--- src/rtl/i2s_tdm_frame_sequencer.sv ---
`default_nettype none
// ----------------------------------------------------------------------------
// i2s_tdm_frame_sequencer : lrclk lock, frame-length check, per-slot strobes.
// Optional `SLOT_MASK_EN adds a per-frame slot_mask input.     Rev 1.0
// ----------------------------------------------------------------------------
module i2s_tdm_frame_sequencer #(
    parameter int SLOT_WIDTH   = 32,
    parameter int SAMPLE_WIDTH = 24,
    parameter int NUM_SLOTS    = 24,
    parameter int LOCK_FRAMES  = 2,
    parameter int DATA_DELAY   = 1,
    localparam int C_IDX_W     = (NUM_SLOTS > 1) ? $clog2(NUM_SLOTS) : 1
) (
    input  logic                    i2s_bclk,
    input  logic                    sys_rst,
    input  logic                    i2s_lrclk,
    input  logic                    i2s_data,
`ifdef SLOT_MASK_EN
    input  logic [NUM_SLOTS-1:0]    slot_mask,
`endif
    output logic [SAMPLE_WIDTH-1:0] slot_data,
    output logic [C_IDX_W-1:0]      slot_idx,
    output logic                    slot_strobe,
    output logic                    frame_start,
    output logic                    locked,
    output logic                    frame_err,
    output logic [15:0]             err_count
);

    localparam int c_frame_bits = SLOT_WIDTH * NUM_SLOTS;
    localparam int c_cnt_w      = $clog2(c_frame_bits + 1);
    localparam int c_good_w     = $clog2(LOCK_FRAMES + 1);
    localparam logic [c_cnt_w-1:0]  c_last_bit    = c_cnt_w'(c_frame_bits - 1);
    localparam logic [c_cnt_w-1:0]  c_sample_w    = c_cnt_w'(SAMPLE_WIDTH);
    localparam logic [c_cnt_w-1:0]  c_sample_last = c_cnt_w'(SAMPLE_WIDTH - 1);
    localparam logic [c_good_w-1:0] c_lock_last   = c_good_w'(LOCK_FRAMES - 1);

    typedef enum logic [1:0] {
        ST_HUNT   = 2'd0,
        ST_CHECK  = 2'd1,
        ST_LOCKED = 2'd2
    } state_t;

    state_t                  r_state;
    logic                    r_prev_lrclk;
    logic [c_cnt_w-1:0]      r_bit_cnt;
    logic [c_good_w-1:0]     r_good_cnt;
    logic [SAMPLE_WIDTH-1:0] r_shift;

    logic                    w_edge;
    logic                    w_data_d;
    logic                    w_frame_end;
    logic                    w_mask_bit;
    logic                    w_deliver;
    logic [c_cnt_w-1:0]      w_pos;
    logic [c_cnt_w-1:0]      w_sbit;
    logic [C_IDX_W-1:0]      w_slot;
    logic [SAMPLE_WIDTH-1:0] w_shift_next;

    generate
        if (DATA_DELAY == 0) begin : g_no_delay
            assign w_data_d = i2s_data;
        end else begin : g_delay
            logic [DATA_DELAY-1:0] r_dly;
            always_ff @(posedge i2s_bclk or posedge sys_rst) begin
                if (sys_rst) begin
                    r_dly <= '0;
                end else begin
                    r_dly <= (r_dly << 1) | DATA_DELAY'(i2s_data);
                end
            end
            assign w_data_d = r_dly[DATA_DELAY-1];
        end
    endgenerate

    // w_pos is the frame bit index of the current cycle; r_bit_cnt holds the previous one.
    assign w_edge       = i2s_lrclk & ~r_prev_lrclk;
    assign w_pos        = w_edge ? '0 : r_bit_cnt + 1'b1;
    assign w_sbit       = c_cnt_w'(w_pos % SLOT_WIDTH);
    assign w_slot       = C_IDX_W'(w_pos / SLOT_WIDTH);
    assign w_frame_end  = (r_bit_cnt == c_last_bit);
    assign w_shift_next = (r_shift << 1) | SAMPLE_WIDTH'(w_data_d);

`ifdef SLOT_MASK_EN
    logic [NUM_SLOTS-1:0] r_mask;
    always_ff @(posedge i2s_bclk or posedge sys_rst) begin
        if (sys_rst) begin
            r_mask <= '0;
        end else if (w_edge) begin
            r_mask <= slot_mask;
        end
    end
    assign w_mask_bit = r_mask[w_slot];
`else
    assign w_mask_bit = 1'b1;
`endif

    // Edge and frame-end cycles never complete a slot, so an aborted frame never strobes.
    assign w_deliver = (r_state == ST_LOCKED) && !w_edge && !w_frame_end
                       && (w_sbit == c_sample_last) && w_mask_bit;

    always_ff @(posedge i2s_bclk or posedge sys_rst) begin
        if (sys_rst) begin
            r_state      <= ST_HUNT;
            r_prev_lrclk <= 1'b0;
            r_bit_cnt    <= '0;
            r_good_cnt   <= '0;
            r_shift      <= '0;
            slot_data    <= '0;
            slot_idx     <= '0;
            slot_strobe  <= 1'b0;
            frame_start  <= 1'b0;
            locked       <= 1'b0;
            frame_err    <= 1'b0;
            err_count    <= '0;
        end else begin
            r_prev_lrclk <= i2s_lrclk;
            r_bit_cnt    <= w_pos;
            slot_strobe  <= 1'b0;
            frame_start  <= 1'b0;
            frame_err    <= 1'b0;

            if (w_sbit < c_sample_w) begin
                r_shift <= w_shift_next;
            end
            if (w_deliver) begin
                slot_strobe <= 1'b1;
                slot_idx    <= w_slot;
                slot_data   <= w_shift_next;
            end

            case (r_state)
                ST_HUNT: begin
                    if (w_edge) begin
                        r_state    <= ST_CHECK;
                        r_good_cnt <= '0;
                    end
                end
                ST_CHECK, ST_LOCKED: begin
                    if (w_edge && w_frame_end) begin
                        if (r_state == ST_LOCKED) begin
                            frame_start <= 1'b1;
                        end else if (r_good_cnt == c_lock_last) begin
                            r_state     <= ST_LOCKED;
                            locked      <= 1'b1;
                            frame_start <= 1'b1;
                        end else begin
                            r_good_cnt <= r_good_cnt + 1'b1;
                        end
                    end else if (w_edge || w_frame_end) begin
                        // Early edge restarts checking from this edge; a missing edge loses sync.
                        frame_err  <= 1'b1;
                        locked     <= 1'b0;
                        r_good_cnt <= '0;
                        r_state    <= w_edge ? ST_CHECK : ST_HUNT;
                        if (err_count != 16'hFFFF) begin
                            err_count <= err_count + 1'b1;
                        end
                    end
                end
                default: begin
                    r_state <= ST_HUNT;
                end
            endcase
        end
    end

endmodule
`default_nettype wire

--- config.mk ---
export PLATFORM = sky130hd
export DESIGN_NAME = i2s_tdm_frame_sequencer
export DESIGN_NICKNAME = d
export VERILOG_FILES = /design/src/rtl/i2s_tdm_frame_sequencer.sv
export SDC_FILE = /design/constraint.sdc
export NUM_CORES = 1
export LEC_CHECK = 0
export ABC_AREA = 0
export CAP_MARGIN = 10
export CELL_PAD_IN_SITES_DETAIL_PLACEMENT = 0
export CELL_PAD_IN_SITES_GLOBAL_PLACEMENT = 1
export CORE_MARGIN = 5
export CORE_UTILIZATION = 45
export DETAILED_ROUTE_END_ITERATION = 12
export PLACE_DENSITY_LB_ADDON = 0.1
export SETUP_SLACK_MARGIN = 0.05
export SLEW_MARGIN = 10
export SYNTH_ARGS = -nofsm -noshare
export SYNTH_HDL_FRONTEND = slang
export SYNTH_SLANG_ARGS = --single-unit
--- constraint.sdc ---
create_clock -name i2s_bclk -period 3.6 [get_ports i2s_bclk]
set_input_delay 0.36 -clock i2s_bclk [delete_from_list [all_inputs] [get_ports i2s_bclk]]
set_output_delay 0.36 -clock i2s_bclk [all_outputs]
set_load 0.01 [all_outputs]
* Word-level counts from Yosys, hierarchy flattened
Index checks and enable logic that the tools add are counted.
Widths: inputs -> output; s select.
** Operators by class
- Reduce and logical (&&, ||, !) cells :: 15
- Multiplexer cells :: 26
- Bitwise gates (word level) :: 4
- $add $sub $neg :: 3
- $lt $le $gt $ge :: 1
- Eq/ne operators :: 13
** Operator list (count)
- $or 24x1->24 :: 1
- $mux 2 :: 10
- $add 16x1->16 const B :: 1
- $ne 16x16->1 const B :: 1
- $mux 1 :: 13
- $ne 3x3->1 const B :: 4
- $reduce_and 4->1 :: 3
- $add 10x1->10 const B :: 1
- $eq 10x10->1 const B :: 1
- $mux 10 :: 1
- $pmux 2 s2 :: 2
- $eq 5x5->1 const B :: 1
- $lt 5x5->1 const B :: 1
- $reduce_and 5->1 :: 1
- $eq 2x1->1 const B :: 2
- $logic_and 1x1->1 :: 4
- $ne 2x2->1 const B :: 2
- $reduce_bool 2->1 :: 2
- $add 2x1->2 const B :: 1
- $eq 2x2->1 const B :: 1
- $logic_not 1->1 :: 2
- $logic_not 2->1 :: 1
- $ne 2x1->1 const B :: 1
- $not 1->1 :: 2
- 3 further kinds :: 3
** Storage, ports and cells
- Register bits after elaboration :: 88
- Output and inout port bits :: 49
- Bits of input ports :: 4
- Logic and storage cells :: 75

* Longest topological paths before layout
- Depth in word-level cells :: 7
- Depth in mapped cells :: 10
- Mapped depth without buffers :: 10

* Worst setup path before layout
No wires, ideal clock.
- Kind :: reg-to-reg
- Start point :: register r_bit_cnt[1]
- End point :: register err_count[7]
- Buffers on the path :: 1
- Library setup time :: 79 ps
- Slack :: 1160 ps
- Data required time :: 3521 ps
- Clock period less this slack :: 2440 ps
- Cell stages (with the launch flop) :: 11
- Arrival :: 2360 ps
- Cells stage by stage :: dfrtp_1 -> ha_1 -> inv_1 -> nor3_1 -> nand3b_1 -> ha_1 -> and2_1 -> buf_2 -> nand4_1 -> a211oi_1 -> xor2_1
** Between the ends
- Cells in the longest elaborated chain, start to end :: 4
- Elaborated cells between the ends (all ways) :: 5
- Classes of those cells :: 1 x eq/ne; 1 x bitwise; 3 x reduce/logical
** Ends and longest elaborated chain
- from (decl) :: line 46 : logic [c_cnt_w-1:0] r_bit_cnt;
- from (signal assigned) :: line 118 : r_bit_cnt <= w_pos;
- $eq 10x10->1 * :: line 81 : assign w_frame_end = (r_bit_cnt == c_last_bit);
- $logic_and 1x1->1 :: line 140 : if (w_edge && w_frame_end) begin
- $not 1->1 (no source line)
- $reduce_and 4->1 (no source line) *
- to (signal assigned) :: line 157 : err_count <= err_count + 1'b1;
- to (decl) :: line 27 : output logic [15:0] err_count
Every way passes the cells marked *; elsewhere a longest branch is shown, timed or not.
A chain may end at the register's enable or synchronous reset.

* Worst setup path in the final report
- Start point :: register r_bit_cnt[0]
- End point :: register err_count[7]
The elaborated chain is that of the path after synthesis.

==> results_dict.tcl <==
set metrics [dict create \
    tritoncts "done" \
    hp-class "in2async" \
    cpPeakStageDelay_ps 530 \
    cts_made_buffers 9 \
    grt.overflow.total 0 \
    critical_path_class "reg2reg" \
    synth_top_area_share_pct 55.7 \
    fp.coreArea_mm2 0.00864 \
    n_antenna_cell 0 \
    ant_nets 0 \
    p_per_area_mw_per_mm2 482 \
    avgSynthCellArea_um2 13.6 \
    drc 0 \
    ys_types 49 \
    fmax_mhz 340 \
    synth_area_leaders "dfrtp_1 56%, mux2_2 9.4%, mux2_4 7.6%" \
    rsz0062_at_grt "no" \
    slowest_stage "dfrtp_1" \
    min_period_over_period_pct 81.7 \
    syn_nets 304 \
    crit_chain "ha_1, inv_1, nor3_1, nand3b_1, ha_1, and2_1, nand4_1, a211oi_1, xor2_1" \
    r2r_cells 9 \
    p_int_mw 1.63 \
    pre_cts_slack_ps 683 \
    cts-root-buf "clkbuf_8" \
    wl_met1_mm 3.44 \
    yosys_register_bits 88 \
    endpoint_kind "flip-flop" \
    htree_levels 3 \
    synth_area_mm2 0.00396 \
    final-max-slew-violation-count 0 \
    hpwl_mm 4.89 \
    grt_pass1_vias 2638 \
    slew_headroom_pct 59.9 \
    grt_max_degree 36 \
    outcome "complete, no violations" \
    tns_ps 0 \
    ios 53 \
    portBuffers 52 \
    clkPwrFrac_pct 29.8 \
    period_needed_ps 2940 \
    async_reset_ff_share_pct 100 \
    arrival_ps 3210 \
    drt_wl_total_mm 7.11 \
    p_sw_share_pct 28.4 \
    synthCells 290 \
    globalplace.congestion 0.743 \
    comb_power_share_pct 16.2 \
    synth-seq-area-share_pct 55.7 \
    layout.nets 362 \
    reg2reg_from "r_bit_cnt[0]$_DFF_PP0_" \
    postCtsHoldBufs 0 \
    p_sw_mw 0.649 \
    final_common_cell "dfrtp_1" \
    worst_ir_drop_vdd_v 0.000307 \
    insertion_delay_ps 350 \
    drt-vias-per-instance 5.24 \
    num_rows 34 \
    dr_wl_met2_mm 3.22 \
    drv_cap 0 \
    antenna_found_initial 0 \
    crit_path_frequent_cell "ha_1" \
    grt_use_total_pct 13.9 \
    dieArea_mm2 0.0108 \
    dr.pass1.iters 4 \
    synth_edf_count 0 \
    crit_path_start_kind "flip-flop" \
    leakagePower_nw 2.20 \
    wl_met3_um 359 \
    path_max_fanout 9 \
    regToRegSetupSlack_ps 660 \
    fin_total_pwr_mw 2.28 \
    clockBufferDepth 2 \
    worst_pin_slew_ps 599 \
    hold_viol_final 0 \
    layout_common_cells "88 x dfrtp_1, 52 x clkdlybuf4s50_1, 33 x mux2_2" \
    dr_total_vias 2416 \
    final_cells 461 \
    area_growth_pct 19.7 \
    dpl_cell_area_mm2 0.00454 \
    yosysWarnings 0 \
    r2r-end "err_count[7]$_DFFE_PP0P_" \
    die_x_um 104 \
    cts_setup_buffers 0 \
    finalWorstSetupSlack_ps 658 \
    yosys_most_used_dff "dfrtp_1" \
    drive_above_1_share_pct 22.9 \
    finalClockSkew_ps 9.51 \
    cts_resized 0 \
    initial_core_util_pct 45.8 \
    drt-initial-drc-count 54 \
    crit_required_ps 3870 \
    setup_viol 0 \
    grt_first_pass_wirelength_mm 12.6 \
    path_clk_slew_ps 90 \
    place_inst 445 \
    pwr-share-seq_pct 53.9 \
    fin_area_mm2 0.00473 \
    die_y_um 104 \
    cts_sinks 88 \
    top_layer_used "met4" \
    post-synth-top-area-cell "dfrtp_1" \
    wire_per_inst_um 15.4 \
]
flip-flops by register name, summed over array words and instances, names as in the netlist, 2 cells and up:
name,flops
r_shift,23
slot_idx,5
r_good_cnt,2
r_bit_cnt,10
err_count,16
slot_data,24
r_state,2
logic make-up (layout without fill, tap and decap cells):
group | after synthesis | in the layout | synth area share, %
AOI/OAI and AO/OA | 37 | 37 | 6.52
xor gates and xnor gates | 16 | 16 | 3.54
adders and majority gates | 10 | 10 | 3.16
buffers and inverters | 17 | 80 | 3.45
DFF | 88 | 88 | 55.7
muxes | 56 | 56 | 17.8
and+or+nand+nor | 66 | 66 | 9.87
layout make-up:
class                   count  area, µm²
clock buffers              10        128
clock inverters             6       67.6
fillers                   749       3900
inverters                   7       27.5
multi-input cells         185       1620
flip-flops and latches     88       2200
well taps                 108        135
repair buffers             57        558
worst max path at each step:
stage | startpoint | endpoint | slack [ps] | depth (start not counted)
global placement | r_bit_cnt[0]$_DFF_PP0_ | err_count[7]$_DFFE_PP0P_ | 810 | 9
floorplan | sys_rst | err_count[0]$_DFFE_PP0P_ | 960 | 1
global route | r_bit_cnt[0]$_DFF_PP0_ | err_count[7]$_DFFE_PP0P_ | 280 | 9
finish | r_bit_cnt[0]$_DFF_PP0_ | err_count[7]$_DFFE_PP0P_ | 660 | 9
CTS | r_bit_cnt[0]$_DFF_PP0_ | err_count[7]$_DFFE_PP0P_ | 670 | 9
detailed placement | r_bit_cnt[0]$_DFF_PP0_ | err_count[7]$_DFFE_PP0P_ | 680 | 9
power groups by stage:
stage / sequential [mW] / combinational (mW) / clock, mW
6_report: 1.23 / 0.370 / 0.681
2_1_floorplan: 1.21 / 0.278 / 0
5_1_grt: 1.25 / 0.414 / 0.753
3_5_place_dp: 1.25 / 0.375 / 0
3_3_place_gp: 1.25 / 0.368 / 0
4_1_cts: 1.23 / 0.377 / 0.709
critical path: cells and delay by family, from the launching register on:
kind	cells	cell delay, ps
AOI/OAI and AO/OA	1	350
xor gates and xnor gates	1	170
adders and majority gates	2	620
buffers and inverters	1	90
DFF	1	530
and+or+nand+nor	4	1120
synth_stat cells, types with 2 or more instances:
| cell type | count |
|---|---|
| nand2b_1 | 2 |
| nor2b_1 | 2 |
| nor4_1 | 2 |
| nand3_1 | 11 |
| a211oi_1 | 4 |
| nand4_1 | 4 |
| a21oi_1 | 11 |
| and2_1 | 3 |
| buf_4 | 2 |
| inv_1 | 6 |
| buf_6 | 4 |
| nor3_1 | 2 |
| mux2_4 | 20 |
| ha_1 | 10 |
| nor2_1 | 10 |
| mux2i_1 | 2 |
| mux2_2 | 33 |
| a21o_1 | 2 |
| buf_2 | 2 |
| xor2_1 | 16 |
| buf_12 | 2 |
| a22o_1 | 2 |
| and4_1 | 2 |
| a21boi_1 | 2 |
| or3_1 | 3 |
| dfrtp_1 | 88 |
| nand2_1 | 14 |
| and3_1 | 2 |
| o21ai_0 | 7 |
through the flow:
stage               utilization [%]  hold WS (ps)
global route                   54.8           348
finish                         54.8           316
global placement               52.6           472
CTS                            54.8           322
detailed placement             52.6           495
floorplan                         -           391
metal layers:
layer	track usage, %	vias up
met4	5.00	0
met3	3.86	10
met2	21.0	43
met5	0	-
li1	-	1147
met1	19.3	1216
(Power assumes the default switching activity.)
